File: config.mk
export PLATFORM = sky130hd
export DESIGN_NAME = line_refill_ctrl
export DESIGN_NICKNAME = d
export VERILOG_FILES = /design/src/rtl/line_refill_ctrl.sv
export SDC_FILE = /design/constraint.sdc
export NUM_CORES = 1
export LEC_CHECK = 0
export CAP_MARGIN = 30
export CORE_MARGIN = 1.5
export CORE_UTILIZATION = 50
export DETAILED_ROUTE_END_ITERATION = 6
export PLACE_DENSITY = 0.88
export SLEW_MARGIN = 15
export SYNTH_ARGS = -nofsm -noshare
export SYNTH_HDL_FRONTEND = slang
export SYNTH_SLANG_ARGS = --single-unit
File: constraint.sdc
create_clock -name clk -period 9.8 [get_ports clk]
set_clock_uncertainty 0.15 [all_clocks]
set_input_delay 1.47 -clock clk [delete_from_list [all_inputs] [get_ports clk]]
set_output_delay 1.47 -clock clk [all_outputs]
set_load 0.02 [all_outputs]
File: src/rtl/line_refill_ctrl.sv
// line_refill_ctrl
// Cache line refill controller. It accepts one miss at a time, writes back a
// dirty victim line word by word, then reads the missing line from backing
// memory one word per request and streams each word into the cache array.
//
// Optional build macro: CRITICAL_WORD_FIRST_EN
//   undefined : the fill always starts at word 0 of the line.
//   defined   : the fill starts at the word that missed, then wraps modulo
//               LINE_WORDS.
//
// Ports
//   clk, rst                 clock, asynchronous active-low reset
//   miss_valid/miss_ready    refill request handshake
//   miss_addr                byte address of the missing access
//   victim_dirty/addr/data   victim line; it is written back first when dirty
//   fill_we/idx/data         one cache-line word write per read ack
//   fill_done                one-cycle pulse that coincides with the last fill_we
//   mem_req/we/addr/wdata    single-word backing-memory request, held until ack
//   mem_ack/mem_rdata        request completion; rdata is valid in the ack cycle
module line_refill_ctrl #(
  parameter int LINE_WORDS = 4
) (
  input  logic                          clk,
  input  logic                          rst,
  input  logic                          miss_valid,
  output logic                          miss_ready,
  input  logic [31:0]                   miss_addr,
  input  logic                          victim_dirty,
  input  logic [31:0]                   victim_addr,
  input  logic [32*LINE_WORDS-1:0]      victim_data,
  output logic                          fill_we,
  output logic [$clog2(LINE_WORDS)-1:0] fill_idx,
  output logic [31:0]                   fill_data,
  output logic                          fill_done,
  output logic                          mem_req,
  output logic                          mem_we,
  output logic [31:0]                   mem_addr,
  output logic [31:0]                   mem_wdata,
  input  logic                          mem_ack,
  input  logic [31:0]                   mem_rdata
);

  localparam int IDXW = $clog2(LINE_WORDS);
  localparam int OFFW = IDXW + 2;  // byte-offset bits within a line

  typedef enum logic [1:0] {S_IDLE, S_WB, S_FILL, S_DONE} state_t;

  state_t                    state_q;
  logic [IDXW-1:0]           cnt_q;          // words completed in the current phase
  logic [31-OFFW:0]          line_q;         // line number of the missing access
  logic [31:0]               victim_addr_q;
  logic [32*LINE_WORDS-1:0]  victim_data_q;
  logic                      miss_ready_q;
  logic                      mem_req_q;
  logic                      mem_we_q;
  logic [31:0]               mem_addr_q;
  logic [31:0]               mem_wdata_q;
  logic                      fill_we_q;
  logic [IDXW-1:0]           fill_idx_q;
  logic [31:0]               fill_data_q;
  logic                      fill_done_q;

  logic [IDXW-1:0] cnt_d;          // counter value after an ack; wraps on its own
  logic            cnt_last;
  logic [IDXW-1:0] acc_start_idx;  // first fill word for a request being accepted
  logic [IDXW-1:0] rd_idx_first;   // first fill word once the line is captured
  logic [IDXW-1:0] rd_idx_cur;     // word index of the read in flight
  logic [IDXW-1:0] rd_idx_nxt;     // word index of the following read

  assign cnt_d    = cnt_q + IDXW'(1);
  assign cnt_last = (cnt_q == IDXW'(LINE_WORDS - 1));

`ifdef CRITICAL_WORD_FIRST_EN
  logic [IDXW-1:0] start_q;
  logic            unused_addr_bits;
  assign acc_start_idx    = miss_addr[OFFW-1:2];
  assign rd_idx_first     = start_q;
  // IDXW-bit additions wrap modulo LINE_WORDS because it is a power of two
  assign rd_idx_cur       = cnt_q + start_q;
  assign rd_idx_nxt       = cnt_d + start_q;
  assign unused_addr_bits = ^miss_addr[1:0];
`else
  logic unused_addr_bits;
  assign acc_start_idx    = '0;
  assign rd_idx_first     = '0;
  assign rd_idx_cur       = cnt_q;
  assign rd_idx_nxt       = cnt_d;
  assign unused_addr_bits = ^miss_addr[OFFW-1:0];
`endif

  function automatic logic [31:0] rd_addr(input logic [31-OFFW:0] line,
                                          input logic [IDXW-1:0]  idx);
    return {line, idx, 2'b00};
  endfunction

  always_ff @(posedge clk or negedge rst) begin
    if (!rst) begin
      state_q       <= S_IDLE;
      cnt_q         <= '0;
      line_q        <= '0;
      victim_addr_q <= '0;
      victim_data_q <= '0;
      miss_ready_q  <= 1'b0;
      mem_req_q     <= 1'b0;
      mem_we_q      <= 1'b0;
      mem_addr_q    <= '0;
      mem_wdata_q   <= '0;
      fill_we_q     <= 1'b0;
      fill_idx_q    <= '0;
      fill_data_q   <= '0;
      fill_done_q   <= 1'b0;
`ifdef CRITICAL_WORD_FIRST_EN
      start_q       <= '0;
`endif
    end else begin
      // fill_we and fill_done are single-cycle pulses
      fill_we_q   <= 1'b0;
      fill_done_q <= 1'b0;
      case (state_q)
        S_IDLE: begin
          miss_ready_q <= 1'b1;
          if (miss_valid && miss_ready_q) begin
            miss_ready_q  <= 1'b0;
            line_q        <= miss_addr[31:OFFW];
            victim_addr_q <= victim_addr;
            victim_data_q <= victim_data;
`ifdef CRITICAL_WORD_FIRST_EN
            start_q       <= acc_start_idx;
`endif
            cnt_q         <= '0;
            mem_req_q     <= 1'b1;
            // The first request goes out in the cycle right after acceptance
            if (victim_dirty) begin
              state_q     <= S_WB;
              mem_we_q    <= 1'b1;
              mem_addr_q  <= victim_addr;
              mem_wdata_q <= victim_data[31:0];
            end else begin
              state_q     <= S_FILL;
              mem_we_q    <= 1'b0;
              mem_addr_q  <= rd_addr(miss_addr[31:OFFW], acc_start_idx);
              mem_wdata_q <= '0;
            end
          end
        end
        S_WB: begin
          if (mem_ack) begin
            if (cnt_last) begin
              cnt_q       <= '0;
              state_q     <= S_FILL;
              mem_we_q    <= 1'b0;
              mem_wdata_q <= '0;
              mem_addr_q  <= rd_addr(line_q, rd_idx_first);
            end else begin
              cnt_q       <= cnt_d;
              mem_addr_q  <= victim_addr_q + {{(30-IDXW){1'b0}}, cnt_d, 2'b00};
              mem_wdata_q <= victim_data_q[32*cnt_d +: 32];
            end
          end
        end
        S_FILL: begin
          if (mem_ack) begin
            fill_we_q   <= 1'b1;
            fill_idx_q  <= rd_idx_cur;
            fill_data_q <= mem_rdata;
            if (cnt_last) begin
              cnt_q       <= '0;
              state_q     <= S_DONE;
              mem_req_q   <= 1'b0;
              fill_done_q <= 1'b1;  // lands together with the final fill_we
            end else begin
              cnt_q      <= cnt_d;
              mem_addr_q <= rd_addr(line_q, rd_idx_nxt);
            end
          end
        end
        S_DONE: begin
          state_q      <= S_IDLE;
          miss_ready_q <= 1'b1;
        end
        default: state_q <= S_IDLE;
      endcase
    end
  end

  assign miss_ready = miss_ready_q;
  assign mem_req    = mem_req_q;
  assign mem_we     = mem_we_q;
  assign mem_addr   = mem_addr_q;
  assign mem_wdata  = mem_wdata_q;
  assign fill_we    = fill_we_q;
  assign fill_idx   = fill_idx_q;
  assign fill_data  = fill_data_q;
  assign fill_done  = fill_done_q;

endmodule

==> flow_metrics.env <==
export IMPL_area_delta_synth_final_pct=33.7
export IMPL_slowest_delay_ps=590
export IMPL_dieArea_mm2=0.0286
export IMPL_yosys_warnings=0
export IMPL_ir_worst_vdd_uv=202
export IMPL_worstHoldStart="victim_data_q[35]"
export IMPL_synth_edff_count=0
export IMPL_worst_ep_arrival_time_ps=4650
export IMPL_cts_resized=0
export IMPL_startpoint_type="register"
export IMPL_max_freq_mhz=227
export IMPL_syn_nets=1726
export IMPL_layout_cells_non_filler=2135
export IMPL_rsz0062_at_grt="no"
export IMPL_hold_viol=0
export IMPL_synth_seq_cells=295
export IMPL_antenna_found_initial=3
export IMPL_syn_area_mm2=0.0138
export IMPL_grt_pass1_vias=12675
export IMPL_cts_made_buffers=34
export IMPL_firstDrtPassIters=6
export IMPL_finalWirelength_um=39900
export IMPL_die_w_um=169
export IMPL_cts_htree_levels=2
export IMPL_yosysSeqAreaShare=0.534
export IMPL_drc=0
export IMPL_hp_class="register to register"
export IMPL_fin_crit_ps=4410
export IMPL_holdWs_ps=321
export IMPL_setup_worst_path_start="cnt_q[0]"
export IMPL_cts_reportedPaths_clkPinSlew_ps=60
export IMPL_cts_sinks=295
export IMPL_drtIter0Drc=971
export IMPL_worstPathRequired_ps=10040
export IMPL_cts_tree="done"
export IMPL_ant_nets=0
export IMPL_gp_congestion=0.821
export IMPL_r2r_start="cnt_q[0]"
export IMPL_netlist_top_cell_by_area="dfrtp_1"
export IMPL_yosysTopAreaCellShare=0.534
export IMPL_final_nets=2007
export IMPL_cts_root_buf="clkbuf_16"
export IMPL_drv_cap=0
export IMPL_final_util=0.684
export IMPL_via_per_inst=5.78
export IMPL_ios=332
export IMPL_overflow=0
export IMPL_yosysMostFrequentCell="nand2_1"
export IMPL_outcome="complete, no violations"
export IMPL_ys_top_cells_by_area="dfrtp_1, nand2_1, mux4_2"
export IMPL_place_inst=2071
export IMPL_insertion_delay_ps=500
export IMPL_critPathKind="register to register"
export IMPL_path_max_fanout=36
export IMPL_post_route_cells_drive_above_1_share=0.0905
export IMPL_io_buffers=327
export IMPL_grt_pass1_wl_um=64300
export IMPL_critPathSlowestCell="or3_1"
export IMPL_setup_worst_path_end_class="register"
export IMPL_p_per_area_mw_per_mm2=338
export IMPL_dp_hpwl_um=25900
export IMPL_finalSetupTns_ps=0
export IMPL_ys_types=61
export IMPL_grt_max_degree=119
export IMPL_wl_per_cell_um=18.7
export IMPL_row_count=60
export IMPL_syn_inst=1488
export IMPL_synth_async_sr_flop_share=1.00
export IMPL_tightest_slew_ps=955
export IMPL_worstPathCellList="buf_4 > ha_1 > buf_4 > inv_1 > fa_1 > nand4b_2 > or3_1 > nor4_2 > xnor2_1 > o41ai_1"
export IMPL_p_leak_nw=8.41
export IMPL_finalSetupViolCount=0
export IMPL_post_cts_setup_buffers=0
export IMPL_grt_usage=0.283
export IMPL_yosys_most_used_dff="dfrtp_1"
export IMPL_start_util=0.511
export IMPL_coreArea_mm2=0.0270
export IMPL_vias=12335
export IMPL_syn_avg_cell_area_um2=9.29
export IMPL_cts_buffer_depth=3
export IMPL_cts_hold_buffers=0
export IMPL_slew_limit_headroom=0.363
export IMPL_period_share=0.450
export IMPL_crit_path_frequent_cell="buf_4"
export IMPL_die_h_um=169
export IMPL_slew_viol_final=0
export IMPL_synth_top_cells_by_count="nand2_1, dfrtp_1, clkbuf_1"
==> worst paths after layout <==
kind | endpoint | slack [ps] | cells after the start
worst min-delay path | victim_data_q[35] | 320 | 2
worst min register to register | victim_data_q[35] | 320 | 2
min in group asynchronous | mem_addr[27] | 900 | 1
worst max-delay path | mem_addr[30] | 5390 | 10
worst max register to register | mem_addr[30] | 5390 | 10
max in group asynchronous | victim_data_q[41] | 6590 | 3
==> critical path, delay by kind of cell (launching register included) <==
family	cells	cell delay, ps
XOR/XNOR	1	100
flip-flops	1	330
buffers and inverters	3	1290
AND/OR/NAND/NOR	3	1270
adder cells (fa/ha/maj)	2	770
AO/OA/AOI/OAI	1	360
==> layout make-up <==
cell class / instances / area [um2]
Antenna cell: 4 / 10.0
Clock buffer: 48 / 973
Clock inverter: 9 / 139
Fill cell: 1954 / 8550
Inverter: 18 / 67.6
Multi-Input combinational cell: 1074 / 6030
Sequential cell: 295 / 7380
Tap cell: 341 / 427
Timing Repair Buffer: 346 / 3450
==> per-stage QoR <==
| step | area, um2 | setup WS (ps) | total power [mW] |
|---|---|---|---|
| 6_report | 18500 | 5390 | 6.24 |
| 5_1_grt | 18500 | 5090 | 6.65 |
| 4_1_cts | 18400 | 5380 | 6.25 |
| 3_5_place_dp | 17300 | 5420 | 4.95 |
| 3_3_place_gp | 17300 | 5420 | 4.82 |
| 2_1_floorplan | 13800 | 6340 | 3.91 |
==> per-layer routing <==
| layer | up-vias | global-route usage | part of all wire |
|---|---|---|---|
| met1 | 5976 | 0.354 | 0.38 |
| met4 | 0 | 0.168 | 0.057 |
| met3 | 145 | 0.0520 | 0.083 |
| li1 | 5553 | - | - |
| met2 | 661 | 0.460 | 0.48 |
| met5 | - | 0 | 0 |
==> kinds of logic (layout without fill, tap and decap cells) <==
logic type               after synthesis  count (layout)  share of synthesized area
other                                  0               4                          0
flip-flops                           295             295                      0.534
multiplexers                          79              79                     0.0900
adder cells (fa/ha/maj)                9               9                    0.00869
AND/OR/NAND/NOR                      761             761                      0.225
buffers and inverters                119             421                     0.0332
XOR/XNOR                              13              13                    0.00824
AO/OA/AOI/OAI                        212             212                      0.101
==> cell usage in the layout (no fill, tap or decap), drive strengths merged, types with 6 or more instances in the layout <==
cell type      count
xor2               7
buf               21
dfrtp            295
nand3             19
nand2            639
xnor2              6
ha                 8
clkdlybuf4s50    325
mux2              42
o21ai             77
nor2              34
nor3               9
a2111oi           11
nor2b             23
a22oi             32
a21oi             27
inv               20
nor4              10
clkbuf            48
mux4              32
a22o               6
a31oi              6
a211oi            15
==> state kept, by name, summed over array words and instances, names as in the netlist, 2 cells and up <==
name           count
fill_idx           2
line_q            28
mem_addr          32
mem_wdata         32
victim_addr_q     32
cnt_q              2
victim_data_q    128
state_q            2
fill_data         32
==> where the power goes <==
group | internal (mW) | switching (mW) | leakage [nW]
clock network | 0.771 | 0.492 | 0.548
logic | 1.21 | 1.62 | 4.19
registers | 1.79 | 0.363 | 3.67
total | 3.77 | 2.47 | 8.41
No activity file was read; power rests on OpenSTA's default activity.
